<file path="config.mk">
export PLATFORM = sky130hd
export DESIGN_NAME = comar_mask_source_flat
export DESIGN_NICKNAME = d
export VERILOG_FILES = /design/src/rtl/comar_pkg.sv /design/src/rtl/comar_mask_source_if.sv /design/src/rtl/comar_lfsr_step.sv /design/src/rtl/comar_mask_source.sv /design/src/flat_wrapper.sv
export SDC_FILE = /design/constraint.sdc
export NUM_CORES = 1
export LEC_CHECK = 0
export CAP_MARGIN = 20
export CORE_UTILIZATION = 30
export CTS_CLUSTER_DIAMETER = 30
export DETAILED_ROUTE_END_ITERATION = 12
export GPL_ROUTABILITY_DRIVEN = 0
export GPL_TIMING_DRIVEN = 1
export SLEW_MARGIN = 30
export SYNTH_ARGS = -nofsm -noshare
export SYNTH_HDL_FRONTEND = slang
export SYNTH_SLANG_ARGS = --single-unit
export TNS_END_PERCENT = 20
</file>
<file path="constraint.sdc">
create_clock -name clk -period 3.15 [get_ports clk]
set_input_delay 0.315 -clock clk [delete_from_list [all_inputs] [get_ports clk]]
set_output_delay 0.315 -clock clk [all_outputs]
set_load 0.03 [all_outputs]
</file>
<file path="src/rtl/comar_pkg.sv">
// Shared constants, FSM state type and sizing helper for the COMAR mask source.
package comar_pkg;
  localparam int LFSR_W = 64;
  localparam int SEED_W = 32;
  localparam int TAP0   = 63;
  localparam int TAP1   = 62;
  localparam int TAP2   = 60;
  localparam int TAP3   = 59;

  typedef enum logic [1:0] {UNSEEDED, SEED1, WARMUP, RUN} state_e;

  function automatic int out_w(input int n);
    return 7 * n;
  endfunction
endpackage

</file>
<file path="src/rtl/comar_mask_source_if.sv">
// Seed handshake and mask delivery bus between the mask source and the datapath controller.
interface comar_mask_source_if #(parameter int NUM_GADGETS = 4);
  import comar_pkg::*;

  logic                     seed_valid;
  logic                     seed_ready;
  logic [SEED_W-1:0]        seed_data;
  logic                     r_next;
  logic                     r_valid;
  logic [6*NUM_GADGETS-1:0] r_out;
  logic [NUM_GADGETS-1:0]   common_out;

  modport master (input seed_valid, seed_data, r_next,
                  output seed_ready, r_valid, r_out, common_out);
  modport slave  (output seed_valid, seed_data, r_next,
                  input seed_ready, r_valid, r_out, common_out);
endinterface

</file>
<file path="src/rtl/comar_lfsr_step.sv">
// Combinational N-shift unroll of the x^64+x^63+x^61+x^60+1 Fibonacci LFSR; new_bits[0] is the oldest.
module comar_lfsr_step import comar_pkg::*; #(
  parameter int N = 1
) (
  input  logic [LFSR_W-1:0] state,
  output logic [LFSR_W-1:0] next_state,
  output logic [N-1:0]      new_bits
);
  logic [N:0][LFSR_W-1:0] chain;

  assign chain[0] = state;

  for (genvar i = 0; i < N; i++) begin : g_shift
    assign new_bits[i]  = chain[i][TAP0] ^ chain[i][TAP1] ^ chain[i][TAP2] ^ chain[i][TAP3];
    assign chain[i+1]   = {chain[i][LFSR_W-2:0], new_bits[i]};
  end

  assign next_state = chain[N];
endmodule

</file>
<file path="src/rtl/comar_mask_source.sv">
// Fresh-randomness source for 2-share COMAR AND gadgets: seeded LFSR, warm-up, one word per r_next.
// Optional COMAR_MASK_CNT_EN adds a saturating mask_count output of r_next steps taken in RUN.
module comar_mask_source import comar_pkg::*; #(
  parameter int NUM_GADGETS   = 4,
  parameter int WARMUP_CYCLES = 128
) (
  input logic clk,
  input logic rst,
  comar_mask_source_if.master bus
`ifdef COMAR_MASK_CNT_EN
  , output logic [31:0] mask_count
`endif
);
  localparam int OUT_W = out_w(NUM_GADGETS);
  localparam int R_W   = 6 * NUM_GADGETS;

  state_e              state, state_nx;
  logic [LFSR_W-1:0]   lfsr, lfsr_nx, seed_full, step_in, step_out;
  logic [OUT_W-1:0]    word;
  logic [7:0]          warm_cnt, warm_cnt_nx;
  logic                seed_hs, load, advance;
  logic [R_W-1:0]      r_q;
  logic [NUM_GADGETS-1:0] c_q;

  assign bus.seed_ready = (state != WARMUP);
  assign bus.r_valid    = (state == RUN);
  assign bus.r_out      = r_q;
  assign bus.common_out = c_q;

  assign seed_hs   = bus.seed_valid && bus.seed_ready;
  assign seed_full = {bus.seed_data, lfsr[SEED_W-1:0]};
  // In SEED1 the step unit sees the just-completed seed so a zero-warm-up load needs no extra cycle.
  assign step_in   = (state != SEED1)   ? lfsr :
                     (seed_full == '0)  ? LFSR_W'(1) : seed_full;

  // Warm-up and advance both move the LFSR by a full OUT_W-shift step per cycle.
  comar_lfsr_step #(.N(OUT_W)) u_step (
    .state      (step_in),
    .next_state (step_out),
    .new_bits   (word)
  );

  always_comb begin
    state_nx    = state;
    lfsr_nx     = lfsr;
    warm_cnt_nx = warm_cnt;
    load        = 1'b0;
    advance     = 1'b0;
    case (state)
      UNSEEDED: if (seed_hs) begin
        lfsr_nx  = {lfsr[LFSR_W-1:SEED_W], bus.seed_data};
        state_nx = SEED1;
      end
      SEED1: if (seed_hs) begin
        warm_cnt_nx = '0;
        if (WARMUP_CYCLES == 0) begin
          lfsr_nx  = step_out;
          load     = 1'b1;
          state_nx = RUN;
        end else begin
          lfsr_nx  = step_in;
          state_nx = WARMUP;
        end
      end
      WARMUP: begin
        lfsr_nx = step_out;
        if (warm_cnt == 8'(WARMUP_CYCLES)) begin
          load     = 1'b1;
          state_nx = RUN;
        end else begin
          warm_cnt_nx = warm_cnt + 8'd1;
        end
      end
      RUN: if (seed_hs) begin
        // Reseed wins over a same-cycle r_next; outputs go stale, not advanced.
        lfsr_nx  = {lfsr[LFSR_W-1:SEED_W], bus.seed_data};
        state_nx = SEED1;
      end else if (bus.r_next) begin
        lfsr_nx = step_out;
        load    = 1'b1;
        advance = 1'b1;
      end
      default: state_nx = UNSEEDED;
    endcase
  end

  always_ff @(posedge clk) begin
    if (rst) begin
      state    <= UNSEEDED;
      lfsr     <= LFSR_W'(1);
      warm_cnt <= '0;
      r_q      <= '0;
      c_q      <= '0;
    end else begin
      state    <= state_nx;
      lfsr     <= lfsr_nx;
      warm_cnt <= warm_cnt_nx;
      if (load) begin
        r_q <= word[R_W-1:0];
        c_q <= word[OUT_W-1:R_W];
      end
    end
  end

`ifdef COMAR_MASK_CNT_EN
  always_ff @(posedge clk) begin
    if (rst || (state == SEED1 && seed_hs))
      mask_count <= '0;
    else if (advance && mask_count != 32'hFFFF_FFFF)
      mask_count <= mask_count + 32'd1;
  end
`else
  logic unused_advance;
  assign unused_advance = advance;
`endif
endmodule
</file>
<file path="src/flat_wrapper.sv">
// flat-port wrapper written by rule: the top's interface ports become plain ports
module comar_mask_source_flat import comar_pkg::*;
#(
  parameter int NUM_GADGETS   = 4,
  parameter int WARMUP_CYCLES = 128
)
  (clk, rst, bus_seed_valid, bus_seed_data, bus_r_next, bus_seed_ready, bus_r_valid, bus_r_out, bus_common_out);
  comar_mask_source_if #(.NUM_GADGETS(NUM_GADGETS)) bus_i ();
  input logic clk;
  input logic rst;
  input wire logic [$bits(bus_i.seed_valid)-1:0] bus_seed_valid;
  input wire logic [$bits(bus_i.seed_data)-1:0] bus_seed_data;
  input wire logic [$bits(bus_i.r_next)-1:0] bus_r_next;
  output wire logic [$bits(bus_i.seed_ready)-1:0] bus_seed_ready;
  output wire logic [$bits(bus_i.r_valid)-1:0] bus_r_valid;
  output wire logic [$bits(bus_i.r_out)-1:0] bus_r_out;
  output wire logic [$bits(bus_i.common_out)-1:0] bus_common_out;
  assign bus_i.seed_valid = bus_seed_valid;
  assign bus_i.seed_data = bus_seed_data;
  assign bus_i.r_next = bus_r_next;
  assign bus_seed_ready = bus_i.seed_ready;
  assign bus_r_valid = bus_i.r_valid;
  assign bus_r_out = bus_i.r_out;
  assign bus_common_out = bus_i.common_out;
  comar_mask_source #(.NUM_GADGETS(NUM_GADGETS), .WARMUP_CYCLES(WARMUP_CYCLES)) u_core (.clk(clk), .rst(rst), .bus(bus_i));
endmodule
</file>
==> metrics.cfg, run 1 <==
[final_layout]
drive_above_1_share = 0.0582
n_antenna_cell = 0
final_layout_net_count = 795
area_of_combinational_cells_with_multiple_inputs_sq_mm = 0.00376
final-seq-area_sq_mm = 0.00204
layout-area-overhead-vs-synth_pct = 15.4
utilization = 0.355
fillers = 2136

[pwr]
power_density_mw_per_mm2 = 850
ir_worst_vdd_mv = 0.488
power.sequential.fraction = 0.293
sw_frac = 0.460
p_int_w = 0.00331
power_frac_clock = 0.189
comb_power_share = 0.518
p_sw_w = 0.00282
power.static_leakage_nw = 2.68

[clocking]
maximum_level_of_the_cts_h_tree = 3
cts.sink_count = 102
cts.root.buffer_cell = clkbuf_16
cts_tree = done
post_cts_resize_count = 0
insertion_delay_ns = 0.37
cts_setup_buffers = 0
cts.reportedPaths.clkPinSlew_ns = 0.08
cts_max_path_buffers = 2
cts_hold_buffers = 0
tritoncts.num_buffers = 9

[die]
rows = 52
die_w_microns = 146
initial_core_util = 0.307
die_height_microns = 146
io_pins = 66
core-area_sq_mm = 0.0204
die_area_sq_mm = 0.0214

[routing]
drt_wl_total_mm = 18.5
drt_pre_antenna_iters = 5
detailroute.via_count = 5451
avgRoutedWirePerCell_microns = 18.0
final_antenna_net_count = 0
drt_iter0_markers = 510
routed_via_density = 5.31
remaining_drc_errors = 0

[run]
max_cap_viol_count = 0

[synthesis]
synth_area_leader_cell = dfxtp_1
synth_fp_nets = 787
ys.warnings.count = 0
synth_enable_flop_cells = 0
yosys.cell_types.count = 59
synth.ff_latch_count = 102
seq_total_area_yosys = 0.326
post_synth.cell_area_avg_sq_um = 8.42
asyncSetResetFlopFracSynth = 0
netlist_top_cells_area = dfxtp_1 (33%), xor2_1 (8.5%), mux2i_1 (5.6%)
ys_dominant_reg_cell = dfxtp_1
netlist_area_sq_mm = 0.00626
mapped_cells = 743
synth_top_cell_area_share = 0.326

[setup_path]
path_cells = inv_1 -> ha_1 -> buf_4 -> a221o_1 -> buf_4 -> nand2_1 -> a21oi_1
endpoint_kind = flop
critical-path-slowest-cell = a221o_1
crit_family = compound AO/OA/AOI/OAI gates
worst-endpoint-required_ns = 3.44
crit_type = flop to flop
arrival_time_at_the_worst_endpoint_ns = 2.91
crit_top_cell = buf_4
worst_path_largest_cell_delay_ns = 0.81
crit_path_max_fanout = 43
cp.buffers_inverters = 3
critPathLaunchType = flop

[placement]
dp_hpwl_mm = 12.5
io_buffers = 65

[sta]
period_utilization = 0.830
final-setup-viol-count = 0
rsz_0062_raised_after_global_routing = no
max_slew_headroom = 0.434
max_clock_freq_mhz = 383
slew_violations = 0
final.setup.tns_ns = 0
final.min_clock_period_ns = 2.61
worst_pin_slew_ns = 0.848
skew_ns = 0.0104
timing.final.hold_violations = 0

[grt]
vias_in_the_first_global_route = 5359
grt_first_pass_wirelength_mm = 29.9
groute.usage.overall = 0.177
grt.busiest_layer = met2
use_met1 = 0.246
largest_net_degree_at_the_start_of_global_routing = 60
grt.met2_usage = 0.274
grt_use_met3 = 0.0250
globalRoute.totalOverflow = 0
antenna_found_initial = 0

[status]
status = complete, no violations

[worst_hold_path]
hold_class = primary input to flop

[final timing paths]
| check | start | end | slack [ns] | cells past startpoint |
|---|---|---|---|---|
| max | u_core.state[1] | u_core.lfsr[53] | 0.54 | 7 |
| min | rst | u_core.lfsr[23] | 0.45 | 2 |
| max reg2reg | u_core.state[1] | u_core.lfsr[53] | 0.54 | 7 |
| min reg2reg | u_core.lfsr[63] | u_core.lfsr[63] | 0.47 | 2 |
[flip-flops by register name, summed over array words and instances, names as in the netlist]
signal and flops:
u_core.bus.common_out 4, u_core.bus.r_out 24, u_core.lfsr 64, u_core.state 2
u_core.warm_cnt 8
[metal layers]
layer  wire length (microns)  vias to the layer above
met5                       0                        -
met4                     374                        0
met3                     792                       23
met2                    8270                      146
met1                    9020                     2629
li1                        -                     2653
[Yosys cell counts, types with 5 or more instances]
library cell and n:
a21oi_1 37, a22o_1 31, a22oi_1 30, buf_2 15, buf_4 10, buf_6 9, clkbuf_1 44, dfxtp_1 102
ha_1 8, inv_1 7, mux2i_1 35, nand2_1 38, nand3_1 35, nand4_1 5, nor2_1 72, nor3_1 31
nor4_1 14, o211ai_1 32, o21ai_0 30, o21ai_1 5, xnor2_1 40, xor2_1 61
[logic make-up (layout without fill, tap and decap cells)]
kind of cell,after synthesis,in the layout,share of synthesized area
DFF,102,102,0.326
buffers and inverters,88,101,0.0728
and+or+nand+nor,217,217,0.169
muxes,35,35,0.0560
adders and majority gates,8,8,0.0160
AOI/OAI and AO/OA,192,192,0.219
xor gates and xnor gates,101,101,0.141
[final cells by class]
| type | instances | area share |
|---|---|---|
| multi-input combinational | 553 | 0.521 |
| sequential | 102 | 0.283 |
| timing repair buffer | 76 | 0.105 |
| tap | 270 | 0.0468 |
| clock buffer | 12 | 0.0328 |
| clock inverter | 4 | 0.00763 |
| inverter | 9 | 0.00468 |
[power groups by stage]
| stage | combinational [W] | sequential (W) | clock [W] |
|---|---|---|---|
| 2_1_floorplan | 0.00255 | 0.00178 | 0 |
| 3_3_place_gp | 0.00314 | 0.00181 | 0 |
| 3_5_place_dp | 0.00315 | 0.00181 | 0 |
| 4_1_cts | 0.00317 | 0.00179 | 0.00119 |
| 5_1_grt | 0.00348 | 0.00182 | 0.00123 |
| 6_report | 0.00318 | 0.00180 | 0.00116 |
[stage by stage]
| stage | hold slack [ns] | total power [W] | std cells | area, sq um | worst slack, ns |
|---|---|---|---|---|---|
| after global placement | 0.456 | 0.00495 | 1010 | 6930 | 0.604 |
| after CTS | 0.446 | 0.00614 | 1026 | 7220 | 0.540 |
| after global routing | 0.469 | 0.00653 | 1026 | 7220 | 0.317 |
| final | 0.447 | 0.00613 | 1026 | 7220 | 0.536 |
| after detailed placement | 0.456 | 0.00496 | 1010 | 6930 | 0.563 |
| after floorplan | 0.443 | 0.00433 | 743 | 6260 | 1.17 |
[cell usage in the layout, fill, tap and decap left out, drive strengths merged, types with 2 or more instances in the layout]
cell	n
dfxtp	102
nor2	72
clkdlybuf4s50	64
xor2	61
xnor2	40
nand2	39
a21oi	38
o21ai	37
nand3	35
mux2i	35
nor3	34
o211ai	32
a22o	31
a22oi	30
nor4	14
buf	12
clkbuf	12
inv	9
ha	8
nand4	5
and3	4
a211oi	4
o21a	3
a211o	3
and2b	3
or3	2
a31o	2
or4	2
nand2b	2
a21o	2
and2	2
clkinv	2
a31oi	2
a221oi	2
Power figures use the tool's default switching activity.
==> run 2, diff against run 1 <==
==> constraint.sdc (replaced) <==
create_clock -name clk -period 2.2 [get_ports clk]
set_input_delay 0.22 -clock clk [delete_from_list [all_inputs] [get_ports clk]]
set_output_delay 0.22 -clock clk [all_outputs]
set_load 0.03 [all_outputs]
==> metrics.cfg, run 2 (synthesis gave the netlist of run 1 again) <==
[status]
status = complete, no violations

[grt]
grt_first_pass_wirelength_mm = 29.1
globalRoute.totalOverflow = 0
grt_use_met3 = 0.0241
groute.usage.overall = 0.170
largest_net_degree_at_the_start_of_global_routing = 50
grt.busiest_layer = met2
use_met1 = 0.239
vias_in_the_first_global_route = 5197
grt.met2_usage = 0.265
antenna_found_initial = 0

[clocking]
insertion_delay_ns = 0.36
cts.reportedPaths.clkPinSlew_ns = 0.08
cts.root.buffer_cell = clkbuf_16
cts_tree = done
maximum_level_of_the_cts_h_tree = 3
tritoncts.num_buffers = 9
cts_setup_buffers = 0
cts.sink_count = 102
cts_max_path_buffers = 2

[final_layout]
final_common_cell = dfxtp_1
final_layout_net_count = 818
utilization = 0.368
layout-area-overhead-vs-synth_pct = 19.8
post_route_insts_no_fill = 1049
n_antenna_cell = 0
registers.top_by_ff_count = u_core.lfsr
largest_reg_flops = 64
most-common-layout-cells = dfxtp_1 (102), nor2_1 (72), clkdlybuf4s50_1 (63), xor2_1 (61), xnor2_1 (40)
drive_above_1_share = 0.0988

[sta]
period_utilization = 0.929
final.setup.tns_ns = 0
rsz_0062_raised_after_global_routing = no
skew_ns = 0.00994
final-setup-viol-count = 0
slew_violations = 0
worst_pin_slew_ns = 0.559
timing.final.hold_violations = 0
max_clock_freq_mhz = 489
final.min_clock_period_ns = 2.04
max_slew_headroom = 0.627

[routing]
avgRoutedWirePerCell_microns = 17.3
drt_wl_total_mm = 18.2
drt_iter0_markers = 420
remaining_drc_errors = 0
final_antenna_net_count = 0
drt_pre_antenna_iters = 5
detailroute.via_count = 5531
routed_via_density = 5.27

[die]
io_pins = 66
rows = 52
die_height_microns = 146
initial_core_util = 0.307
core-area_sq_mm = 0.0204
die_area_sq_mm = 0.0214
die_w_microns = 146

[run]
max_cap_viol_count = 0

[setup_path]
worst_path_largest_cell_delay_ns = 0.41
worst-endpoint-required_ns = 2.49
crit_type = flop to flop
arrival_time_at_the_worst_endpoint_ns = 2.33
critical-path-slowest-cell = dfxtp_1
crit_family = simple AND/OR/NAND/NOR gates
crit_path_max_fanout = 13
path_cells = inv_1 -> ha_1 -> and2b_1 -> a21o_4 -> and2_2 -> a22oi_1 -> o21ai_0
critPathLaunchType = flop
cp.buffers_inverters = 1
endpoint_kind = flop

[pwr]
power.static_leakage_nw = 2.80
ir_worst_vdd_mv = 0.498
power_density_mw_per_mm2 = 1220

[placement]
io_buffers = 65
dp_hpwl_mm = 12.8
dp_cells = 1032

[worst_hold_path]
hold_class = primary input to flop

-- run 2: power by group --
group          internal [W]  switching [W]  leakage, nW  total, W
Sequential          0.00220       0.000369        0.829   0.00257
Clock              0.000795       0.000821        0.141   0.00162
Combinational       0.00199        0.00301         1.83   0.00500
-- run 2: cell type report --
class / count / area, sq um
Inverter: 9 / 33.8
Fill cell: 2091 / 12900
Clock inverter: 7 / 66.3
Timing Repair Buffer: 98 / 990
Clock buffer: 9 / 225
Tap cell: 270 / 338
Multi-Input combinational cell: 554 / 3800
Sequential cell: 102 / 2040
-- run 2: path summary, 6_finish.rpt --
path,start,endpoint,slack (ns),cells past startpoint
setup / recovery,u_core.state[0],u_core.lfsr[22],0.16,7
hold / removal,rst,u_core.lfsr[40],0.36,2
setup reg to reg,u_core.state[0],u_core.lfsr[22],0.16,7
hold reg to reg,u_core.lfsr[62],u_core.lfsr[62],0.48,2
-- run 2: layer usage --
layer | wire [microns] | part of all wire | up-vias
met5 | 0 | 0 | -
met4 | 267 | 0.015 | 0
met3 | 749 | 0.041 | 17
met2 | 8270 | 0.46 | 144
met1 | 8880 | 0.49 | 2658
li1 | - | - | 2712
-- run 2: what timing repair did --
item | in CTS | in global routing
resized for setup | 1 | 10
gates cloned | 0 | 1
hold buffers | 0 | 0
setup endpoints to repair | 1 | 42
-- run 2: per-stage QoR --
| step | hold slack, ns | total power [W] | setup WS [ns] | instance area [sq um] |
|---|---|---|---|---|
| floorplan | 0.392 | 0.00620 | 0.218 | 6260 |
| global placement | 0.456 | 0.00740 | 0.0498 | 7160 |
| detailed placement | 0.462 | 0.00745 | -0.0541 | 7160 |
| CTS | 0.345 | 0.00908 | 0.0172 | 7450 |
| global route | 0.370 | 0.00974 | 0.00847 | 7500 |
| finish | 0.359 | 0.00918 | 0.156 | 7500 |
